--- src/rtl/cl_burst_adapter.sv ---
// cl_burst_adapter: turns one cacheline refill/write-back request from the L1
// into a burst of s_line/s_burst beats toward physical memory.
// Optional watchdog: define CL_ADAPTER_TIMEOUT_EN to add the err_o port and end a
// burst that sees no memory acknowledge for 255 cycles.
module cl_burst_adapter #(
  parameter int s_line  = 256,
  parameter int s_burst = 64
) (
  input  logic               clk,
  input  logic               rst,
  input  logic [s_line-1:0]  line_i,
  output logic [s_line-1:0]  line_o,
  input  logic [31:0]        address_i,
  input  logic               read_i,
  input  logic               write_i,
  output logic               resp_o,
  input  logic [s_burst-1:0] burst_i,
  output logic [s_burst-1:0] burst_o,
  output logic [31:0]        address_o,
  output logic               read_o,
  output logic               write_o,
  input  logic               resp_i
`ifdef CL_ADAPTER_TIMEOUT_EN
  ,
  output logic               err_o
`endif
);

  localparam int beats = s_line / s_burst;
  localparam int cw    = $clog2(beats);
  localparam int ob    = $clog2(s_line / 8);

  typedef enum logic [1:0] {IDLE, RD, WR, DONE} state_t;

  state_t            state, state_n;
  logic [cw-1:0]     count;
  logic [s_line-1:0] wline;
  logic [31-ob:0]    addr_hi;
  logic              last;

`ifdef CL_ADAPTER_TIMEOUT_EN
  logic [7:0] wdog;
  logic       err_q;
  logic       expire;
  // a stalled burst is abandoned on its 255th cycle without an acknowledge
  assign expire = !resp_i && (wdog == 8'd254);
  assign err_o  = (state == DONE) && err_q;
`endif

  assign last      = resp_i && (count == cw'(beats - 1));
  assign address_o = {addr_hi, {ob{1'b0}}};
  assign read_o    = (state == RD);
  assign write_o   = (state == WR);
  assign resp_o    = (state == DONE);

  // state register; reset also aborts any burst in flight
  always_ff @(posedge clk) begin
    if (rst) state <= IDLE;
    else     state <= state_n;
  end

  // next-state: write-back wins over refill, DONE always returns to IDLE
  always_comb begin
    state_n = state;
    case (state)
      IDLE: begin
        if (write_i)     state_n = WR;
        else if (read_i) state_n = RD;
      end
      RD, WR: begin
        if (last) state_n = DONE;
`ifdef CL_ADAPTER_TIMEOUT_EN
        else if (expire) state_n = DONE;
`endif
      end
      DONE:    state_n = IDLE;
      default: state_n = IDLE;
    endcase
  end

  // request latching, beat counter and refill assembly
  always_ff @(posedge clk) begin
    if (rst) begin
      count   <= '0;
      wline   <= '0;
      addr_hi <= '0;
      line_o  <= '0;
    end else begin
      case (state)
        IDLE: begin
          count <= '0;
          if (write_i) begin
            wline   <= line_i;
            addr_hi <= address_i[31:ob];
          end else if (read_i) begin
            addr_hi <= address_i[31:ob];
          end
        end
        RD: if (resp_i) begin
          for (int b = 0; b < beats; b++)
            if (count == cw'(b)) line_o[b*s_burst +: s_burst] <= burst_i;
          count <= count + 1'b1;
        end
        WR: if (resp_i) count <= count + 1'b1;
        default: ;
      endcase
    end
  end

  // outgoing write beat is the latched line slice selected by count
  always_comb begin
    burst_o = '0;
    for (int b = 0; b < beats; b++)
      if (count == cw'(b)) burst_o = wline[b*s_burst +: s_burst];
  end

`ifdef CL_ADAPTER_TIMEOUT_EN
  // watchdog: counts silent burst cycles, remembers whether the burst expired
  always_ff @(posedge clk) begin
    if (rst) begin
      wdog  <= '0;
      err_q <= 1'b0;
    end else begin
      case (state)
        IDLE: begin
          wdog  <= '0;
          err_q <= 1'b0;
        end
        RD, WR: begin
          if (resp_i) wdog <= '0;
          else        wdog <= wdog + 8'd1;
          if (expire) err_q <= 1'b1;
        end
        default: ;
      endcase
    end
  end
`endif

endmodule

--- config.mk ---
export PLATFORM = sky130hd
export DESIGN_NAME = cl_burst_adapter
export DESIGN_NICKNAME = d
export VERILOG_FILES = /design/src/rtl/cl_burst_adapter.sv
export SDC_FILE = /design/constraint.sdc
export NUM_CORES = 1
export LEC_CHECK = 0
export CAP_MARGIN = 20
export CORE_AREA = 2 2 275 277
export DETAILED_ROUTE_END_ITERATION = 16
export DIE_AREA = 0 0 277 279
export GPL_ROUTABILITY_DRIVEN = 0
export PLACE_DENSITY = 0.56
export SYNTH_ARGS = -nofsm -noshare
export SYNTH_HDL_FRONTEND = slang
export SYNTH_SLANG_ARGS = --single-unit
export TNS_END_PERCENT = 50
--- constraint.sdc ---
create_clock -name clk -period 1.5 [get_ports clk]
set_input_delay 0.15 -clock clk [delete_from_list [all_inputs] [get_ports clk]]
set_output_delay 0.15 -clock clk [all_outputs]
set_load 0.01 [all_outputs]
==> impl_metrics.env <==
export IMPL_ys_ff_latch=543
export IMPL_synth_mux_area_share_pct=0.1531
export IMPL_synth_area_um2=21250
export IMPL_max_freq_ghz=0.4214
export IMPL_dp_worst_setup_slack_ps=-695.6
export IMPL_r2r_slack_ps=-570
export IMPL_violations="negative setup slack"
export IMPL_r2r_start="count[0]"
export IMPL_critical_path_required_ps=1350
export IMPL_synth_top_area_cell="dfxtp_1"
export IMPL_ioPinCount=712
export IMPL_syn2layout_area_growth_pct=61.07
export IMPL_clock_sinks=543
export IMPL_r2r_end="line_o[100]"
export IMPL_synth_edff_count=0
export IMPL_dieWidth_um=277
export IMPL_htree_levels=2
export IMPL_wl_um=91350
export IMPL_synth_top_family_by_area="simple AND/OR/NAND/NOR gates"
export IMPL_grt_pass1_wl_um=130500
export IMPL_drv_slew=0
export IMPL_ys_warn_count=0
export IMPL_io_buffer_count=701
export IMPL_yosysMostFrequentCell="nand2_1"
export IMPL_powerDensity_nw_per_um2=1408
export IMPL_drt_pass1_iterations=5
export IMPL_fin_crit_ps=2373
export IMPL_cts_made_buffers=61
export IMPL_dieHeight_um=279
export IMPL_synth_top_cell_area_share_pct=51.15
export IMPL_final_setup_tns_ps=-179810
export IMPL_post_dp_cell_area_um2=30120
export IMPL_syn_avg_cell_area_um2=7.541
export IMPL_path_class="reg -> out"
export IMPL_holdCritPathClass="in -> reg"
export IMPL_setup_worst_path_start_class="register"
export IMPL_cts_path_max_buffers=3
export IMPL_whs_ps=73.87
export IMPL_final_cells=4585
export IMPL_fin_nets=3919
export IMPL_hpwl_um=64010
export IMPL_setup_violations=818
export IMPL_path_clk_slew_ps=60
export IMPL_clkLatencyLatePin_ps=620
export IMPL_status="finished, violations left"
export IMPL_skew_ps=22.35
export IMPL_hold_violations=0
export IMPL_yosys_area_share_simple_pct=20.72
export IMPL_netlist_instances=2818
export IMPL_setup_ws_ps=-872.8
export IMPL_die_area_um2=77280
export IMPL_vias_per_cell=4.765
export IMPL_grt_usage_pct=21.88
export IMPL_fp_row_count=100
export IMPL_wl_per_cell_um=19.92
export IMPL_dp_cells=4410
export IMPL_drive_above_1_share_pct=16.17
export IMPL_r2r_cells=11
export IMPL_drc=0
export IMPL_arrival_ps=2220
export IMPL_fin_crit_sh_pct=158.2
export IMPL_cts_root_buf="clkbuf_16"
export IMPL_vias=21850
export IMPL_cp_num_buf_inv=4
export IMPL_maxCapViolCount=0
export IMPL_crit_top_cell="buf_12"
export IMPL_grt_max_degree=67
export IMPL_synthAdderAreaFrac_pct=0.4710
export IMPL_grt_overflow=0
export IMPL_ant_nets=0
export IMPL_path_delay_family="buffers and inverters"
export IMPL_async_flop_share_pct=0
export IMPL_power_mw=48.20
export IMPL_fin_area_um2=34230
export IMPL_ys_flop_type="dfxtp_1"
export IMPL_leakagePower_nw=12.44
export IMPL_cp_max_fo=8
export IMPL_core_area_um2=74070
export IMPL_cp_cell_sequence="buf_6 -> ha_4 -> buf_12 -> buf_12 -> a21oi_2 -> o21ai_1 -> a22o_1 -> buf_2"
export IMPL_synth_area_leaders="dfxtp_1 (51%), nand2_1 (20%), a21oi_1 (16%)"
export IMPL_slowest_delay_ps=360
export IMPL_netlist_cell_type_count=27
export IMPL_endpoint_kind="primary output"
export IMPL_min_from="line_i[105]"
export IMPL_initial_core_util_pct=28.69
export IMPL_peakVddDrop_mv=0.9649
export IMPL_synthTopCellsByCount="nand2_1 (1145), a21oi_1 (669), dfxtp_1 (543)"
export IMPL_hold_depth=3
export IMPL_drtIter0Drc=1534
export IMPL_ys_seq_area_share_pct=51.15
export IMPL_antenna_found_initial=17
export IMPL_finish_utilization_pct=46.21
export IMPL_rsz0062_at_grt="true"
export IMPL_first_global_vias=20390
export IMPL_cts_tree="yes"
export IMPL_synth_compound_area_share_pct=20.05
export IMPL_slowest_stage="dfxtp_4"
export IMPL_holdPathEnd="wline[105]"
export IMPL_filler_cell_count=7390
export IMPL_synth_xor_area_share_pct=0
-- cell type report --
cell class | count | area (um2) | share of cell area (%)
clock buffer | 86 | 1790 | 5.231
multi-input combinational | 1979 | 9817 | 28.68
antenna | 10 | 25.02 | 0.07311
timing repair buffer | 901 | 9856 | 28.79
tap | 969 | 1212 | 3.542
inverter | 68 | 260.3 | 0.7603
clock inverter | 29 | 387.9 | 1.133
sequential | 543 | 10880 | 31.79
-- layout by cell type (no fill, tap or decap), types with 3 or more instances in the layout --
cell type	Yosys	layout
nand2_1	1145	1105
clkdlybuf4s50_1	0	633
a21oi_1	669	551
dfxtp_1	543	539
a21oi_2	0	105
buf_12	0	80
clkbuf_16	0	76
buf_4	25	72
inv_1	68	64
a22o_1	64	64
buf_6	35	47
o21ai_1	0	42
buf_2	68	40
nand2_4	0	25
o21ai_2	1	19
clkbuf_8	0	17
nand2_2	0	15
a21oi_4	0	13
clkinv_2	0	13
diode_2	0	10
clkbuf_1	84	8
bufinv_16	0	8
ha_4	0	7
buf_16	0	7
nor2_1	5	5
conb_1	1	5
o21ai_4	0	4
buf_8	1	4
and3_4	0	3
nand3_2	4	3
-- metal layers --
| layer | global-route usage [%] | wire length, um | share of wire [%] | vias up |
|---|---|---|---|---|
| met5 | 0 | 85 | 0.093 | - |
| met4 | 8.807 | 3236 | 3.5 | 14 |
| met3 | 4.795 | 6156 | 6.7 | 165 |
| met2 | 35.91 | 43420 | 48 | 759 |
| met1 | 27.88 | 38450 | 42 | 10250 |
| li1 | - | - | - | 10660 |
-- worst min-delay path: cells and delay by family --
| family | cells | cell delay, ps |
|---|---|---|
| buffers and inverters | 1 | 390 |
| and+or+nand+nor | 1 | 50 |
| AOI/OAI and AO/OA | 1 | 50 |
-- report_power, final --
part           switching (mW)  internal (mW)
sequential               1.04           16.1
clock                    6.43           9.69
combinational            7.84           7.07
-- cells by family after synthesis --
group | Yosys count
multiplexers | 3
flip-flops | 543
other | 1
AND/OR/NAND/NOR | 1162
buffers and inverters | 300
adder cells (fa/ha/maj) | 8
AO/OA/AOI/OAI | 801
-- sequential cells by signal, summed over array words and instances (netlist names) --
| name | count |
|---|---|
| line_o | 256 |
| wline | 256 |
| addr_hi | 27 |
| count | 2 |
| state | 2 |
-- how the worst max path moves through the flow --
stage / from / slack (ps) / cells past startpoint / end
3_5_place_dp: count[0] / -700 / 7 / burst_o[31]
3_3_place_gp: count[0] / -650 / 8 / burst_o[2]
4_1_cts: count[0] / -970 / 6 / burst_o[0]
5_1_grt: count[0] / -980 / 8 / burst_o[53]
2_1_floorplan: state[0] / 3 / 9 / wline[225]
6_report: count[0] / -870 / 8 / burst_o[2]
-- repair_timing --
| item | 4_1_cts | 5_1_grt |
|---|---|---|
| setup endpoints to repair | 855 | 893 |
| resized for setup | 411 | 261 |
| hold endpoints to repair | 16 | 0 |
| gates cloned | 8 | 17 |
| buffers inserted | 12 | 16 |
| pin swaps | 33 | 118 |
| hold buffers | 1 | 0 |
Power figures use the tool's default switching activity.
